## config.mk

```make
export PLATFORM = sky130hd
export DESIGN_NAME = stepper_move_ctrl
export DESIGN_NICKNAME = d
export VERILOG_FILES = /design/src/rtl/stepper_move_ctrl.sv
export SDC_FILE = /design/constraint.sdc
export NUM_CORES = 1
export LEC_CHECK = 0
export CORE_AREA = 5 5 88 90
export DETAILED_ROUTE_END_ITERATION = 12
export DIE_AREA = 0 0 93 95
export PLACE_DENSITY = 0.87
export SYNTH_ARGS = -nofsm -noshare
export SYNTH_HDL_FRONTEND = slang
export SYNTH_SLANG_ARGS = --single-unit
```

## constraint.sdc

```tcl
create_clock -name clk -period 3.1 [get_ports clk]
set_input_delay 0.62 -clock clk [delete_from_list [all_inputs] [get_ports clk]]
set_output_delay 0.62 -clock clk [all_outputs]
set_load 0.02 [all_outputs]
```

## src/rtl/stepper_move_ctrl.sv

```systemverilog
// Move sequencer for a 4-coil stepper: latches a move command and steps the coil pattern every div+1 cycles.
// Define HALF_STEP_EN for the 8-entry half-step table; the default build uses the 4-entry full-step wave table.
module stepper_move_ctrl #(
    parameter int DIV_W = 16,
    parameter int CNT_W = 8,
    parameter int POS_W = 16
) (
    input  logic             clk,
    input  logic             reset,
    input  logic             start,
    input  logic             stop,
    input  logic             clockwise,
    input  logic [CNT_W-1:0] steps,
    input  logic [DIV_W-1:0] div,
    input  logic             hold,
    output logic [3:0]       q,
    output logic             busy,
    output logic             done,
    output logic [CNT_W-1:0] remaining,
    output logic [POS_W-1:0] position
);

`ifdef HALF_STEP_EN
    localparam int IDX_W = 3;
`else
    localparam int IDX_W = 2;
`endif

    typedef enum logic [1:0] {IDLE, RUN, DONE} state_t;

    state_t           state, state_nxt;
    logic [IDX_W-1:0] idx;
    logic [DIV_W-1:0] tick;
    logic [DIV_W-1:0] div_l;
    logic             cw_l;
    logic             moved;
    logic             load;
    logic             step;

    function automatic logic [3:0] phase_pattern(input logic [IDX_W-1:0] i);
        logic [3:0] p;
        p = 4'b0000;
`ifdef HALF_STEP_EN
        case (i)
            3'd0:    p = 4'b1000;
            3'd1:    p = 4'b1100;
            3'd2:    p = 4'b0100;
            3'd3:    p = 4'b0110;
            3'd4:    p = 4'b0010;
            3'd5:    p = 4'b0011;
            3'd6:    p = 4'b0001;
            default: p = 4'b1001;
        endcase
`else
        case (i)
            2'd0:    p = 4'b1000;
            2'd1:    p = 4'b0100;
            2'd2:    p = 4'b0010;
            default: p = 4'b0001;
        endcase
`endif
        return p;
    endfunction

    always_ff @(posedge clk) begin
        if (!reset) state <= IDLE;
        else        state <= state_nxt;
    end

    always_comb begin
        state_nxt = state;
        load      = 1'b0;
        step      = 1'b0;
        busy      = 1'b0;
        done      = 1'b0;
        q         = 4'b0000;
        case (state)
            IDLE: begin
                if (start) begin
                    if (steps != '0) begin
                        state_nxt = RUN;
                        load      = 1'b1;
                    end else begin
                        state_nxt = DONE;
                    end
                end
            end
            RUN: begin
                busy = 1'b1;
                // An abort on the step cycle suppresses that step entirely.
                if (stop) begin
                    state_nxt = DONE;
                end else if (tick == div_l) begin
                    step = 1'b1;
                    if (remaining == CNT_W'(1)) state_nxt = DONE;
                end
            end
            DONE: begin
                done      = 1'b1;
                state_nxt = IDLE;
            end
            default: state_nxt = IDLE;
        endcase
        // Coils stay energised outside RUN only when asked to and a move has actually set the rotor.
        if (state == RUN || (hold && moved)) q = phase_pattern(idx);
    end

    always_ff @(posedge clk) begin
        if (!reset) begin
            idx       <= '0;
            tick      <= '0;
            div_l     <= '0;
            cw_l      <= 1'b0;
            moved     <= 1'b0;
            remaining <= '0;
            position  <= '0;
        end else if (load) begin
            cw_l      <= clockwise;
            div_l     <= div;
            remaining <= steps;
            tick      <= '0;
            moved     <= 1'b1;
        end else if (step) begin
            tick      <= '0;
            remaining <= remaining - CNT_W'(1);
            if (cw_l) begin
                idx      <= idx + IDX_W'(1);
                position <= position + POS_W'(1);
            end else begin
                idx      <= idx - IDX_W'(1);
                position <= position - POS_W'(1);
            end
        end else if (state == RUN) begin
            tick <= tick + DIV_W'(1);
        end
    end

endmodule

```

==> flow_summary.json <==
{
  "initial_utilization_pct": 51.1,
  "area_delta_synth_final_pct": 24.6,
  "slew_headroom_pct": 63.1,
  "crit_type": "reg2reg",
  "syn_inst": 439,
  "final_cell_mix": "75 x nand2_1, 62 x dfxtp_1, 59 x clkdlybuf4s50_1",
  "finalSetupTns_ns": 0,
  "worstSetupStartpointType": "register",
  "post-cts-setup-buffers": 0,
  "cap_violations": 0,
  "ctsResizeCount": 0,
  "antenna_found_initial": 0,
  "wl_met1_um": 3660,
  "routed_via_density": 5.81,
  "p_leak_nw": 1.67,
  "pwr-share-clk_pct": 39.2,
  "route.met3.wl_um": 486,
  "rsz0062_at_grt": "no",
  "nFillCells": 579,
  "drt_iter0_drc": 153,
  "switching_power_mw": 0.658,
  "grt_pass1_vias": 3455,
  "routedWlPerCell_um": 15.4,
  "rows": 31,
  "worst_pin_slew_ns": 0.540,
  "synth_seq_cells": 62,
  "wl_met2_um": 4680,
  "grt_start_max_net_pins": 43,
  "power_density_mw_per_mm2": 507,
  "avgSynthCellArea_um2": 8.12,
  "ys_seq_area_share_pct": 34.8,
  "mostFrequentLayoutCell": "nand2_1",
  "cts_buffer_depth": 2,
  "die_y_um": 95,
  "min_path_type": "reg2reg",
  "path_clk_slew_ns": 0.08,
  "switching_share_pct": 29.3,
  "outcome": "finished clean",
  "die_w_um": 93,
  "syn_nets": 491,
  "routed.top_layer": "met4",
  "synth-main-ff-cell": "dfxtp_1",
  "synthArstFlopShare_pct": 0,
  "slew_violations": 0,
  "finalWeightedCongestion": 0.889,
  "io_pins": 60,
  "p_int_mw": 1.59,
  "ctsRootBufferMaster": "clkbuf_8",
  "max_freq_ghz": 0.351,
  "clock_sinks": 62,
  "worst_r2r_startpoint": "cw_l",
  "first_pass_iters": 4,
  "finalCritPeriodShare_pct": 91.8,
  "portBuffers": 59,
  "track_usage_pct": 21.3,
  "postRouteAntennaNets": 0,
  "seqPwrFrac_pct": 38.8,
  "worstPathRequired_ns": 3.38,
  "cts_tree": "built",
  "grt_pass1_wl_um": 15100,
  "power.total_mw": 2.25,
  "num_vias": 3395,
  "clock_skew_ns": 0.00716,
  "hold_viol_final": 0,
  "post-route-min-period_ns": 2.85,
  "timing.rr.end": "position[14]",
  "pwr-share-comb_pct": 22.0,
  "coreArea_mm2": 0.00698,
  "gr-total-overflow": 0,
  "die-area_mm2": 0.00884,
  "r2r_setup_slack_ns": 0.25,
  "post-route-drc-count": 0,
  "insertion_delay_ns": 0.36,
  "dpl.hpwl_um": 6370,
  "cp-end-kind": "register",
  "wl_um": 8990,
  "arrival_ns": 3.12,
  "hold_buffers": 0,
  "cts-htree-levels": 3,
  "crit_path_max_fanout": 14,
  "hold_start": "div_l[7]",
  "drive_gt1_share_pct": 6.37,
  "ff2ff_path_depth": 8,
  "antenna_cells": 0,
  "ir_drop_mv": 0.213,
  "hold_path_depth": 2,
  "worstHoldEndpoint": "div_l[7]",
  "synth.distinct_cells": 50,
  "synth_edf_count": 0,
  "fin_nets": 549,
  "setup_violations": 0,
  "cts_buffers": 9,
  "synth_area_mm2": 0.00357,
  "synth_warnings": 0
}
-- cells in the mapped netlist (all sizes together), types with 2 or more instances --
| library cell | instances | share of area, % |
|---|---|---|
| a21oi | 45 | 6.3 |
| nand2b | 2 | 0.35 |
| and3 | 7 | 1.3 |
| and2 | 7 | 1.3 |
| o21a | 8 | 1.7 |
| a31oi | 5 | 0.88 |
| nand3 | 10 | 1.4 |
| nand3b | 3 | 0.63 |
| mux2 | 2 | 0.63 |
| xor2 | 8 | 2.0 |
| nand2 | 76 | 8.2 |
| nor2b | 3 | 0.53 |
| o211ai | 3 | 0.63 |
| nor3 | 10 | 1.4 |
| mux2i | 2 | 0.56 |
| dfxtp | 62 | 35 |
| or4 | 4 | 0.88 |
| ha | 21 | 7.4 |
| o311ai | 4 | 0.98 |
| o31ai | 6 | 1.3 |
| nand4 | 10 | 1.8 |
| buf | 3 | 0.60 |
| nor2 | 37 | 3.9 |
| inv | 11 | 1.2 |
| nor4 | 5 | 1.3 |
| a21o | 8 | 1.7 |
| xnor2 | 33 | 8.1 |
| clkbuf | 15 | 2.4 |
| a211oi | 4 | 0.84 |
| o21ai | 10 | 1.4 |
| a311oi | 2 | 0.49 |
| o2111ai | 2 | 0.49 |
-- per-layer routing --
layer  vias up  global-route usage (%)
li1       1656                       -
met3        21                    5.82
met1      1624                    23.0
met4         0                    8.55
met2        94                    39.2
met5         -                       0
-- worst max path at each step --
stage,startpoint,to,slack [ns],cells after the start
after global placement,cw_l,position[14],0.48,8
final,cw_l,position[14],0.25,8
after global routing,cw_l,position[14],0.02,8
after CTS,cw_l,position[14],0.26,8
after floorplan,cw_l,position[15],0.55,8
after detailed placement,cw_l,position[14],0.38,8
-- final cells by class --
cell class | instances | area (um^2) | area share [%]
sequential | 62 | 1240 | 27.9
tap | 82 | 103 | 2.31
clock inverter | 7 | 121 | 2.73
clock buffer | 9 | 124 | 2.79
multi-input combinational | 347 | 2170 | 48.9
inverter | 12 | 45.0 | 1.01
timing repair buffer | 65 | 636 | 14.3
-- cells by family after synthesis --
kind of cell | Yosys count | synth area share, %
AOI/OAI and AO/OA | 101 | 17.7
xor gates and xnor gates | 41 | 10.1
adders and majority gates | 22 | 7.93
buffers and inverters | 30 | 4.28
DFF | 62 | 34.8
muxes | 4 | 1.19
and+or+nand+nor | 179 | 24.0
-- power by group through the flow --
stage	clock network, mW	logic (mW)	registers (mW)
after floorplan	0	0.320	0.903
after global placement	0	0.473	0.890
after detailed placement	0	0.485	0.891
after CTS	0.893	0.492	0.874
after global routing	0.925	0.544	0.880
final	0.882	0.494	0.874
-- through the flow --
step | setup WS (ns) | area, um^2 | hold WS, ns | cells | util (%)
2_1_floorplan | 0.549 | 3570 | 0.441 | 439 | -
3_3_place_gp | 0.478 | 4200 | 0.459 | 568 | 60.1
3_5_place_dp | 0.382 | 4200 | 0.464 | 568 | 60.1
4_1_cts | 0.262 | 4440 | 0.475 | 584 | 63.6
5_1_grt | 0.0197 | 4440 | 0.499 | 584 | 63.6
6_report | 0.254 | 4440 | 0.473 | 584 | 63.6
-- flip-flops by register name, summed over array words and instances, names as in the netlist --
name,cells
cw_l,1
div_l,16
idx,2
moved,1
position,16
remaining,8
state,2
tick,16
-- worst max-delay path, cell delays in order, from the launching register on --
cell,delay (ns)
dfxtp_1,0.33
inv_1,0.23
ha_1,0.46
nor2b_1,0.21
o2111ai_1,0.18
a311oi_1,0.52
a21oi_1,0.16
or4_2,0.57
o211ai_1,0.11
Power figures use the tool's default switching activity.
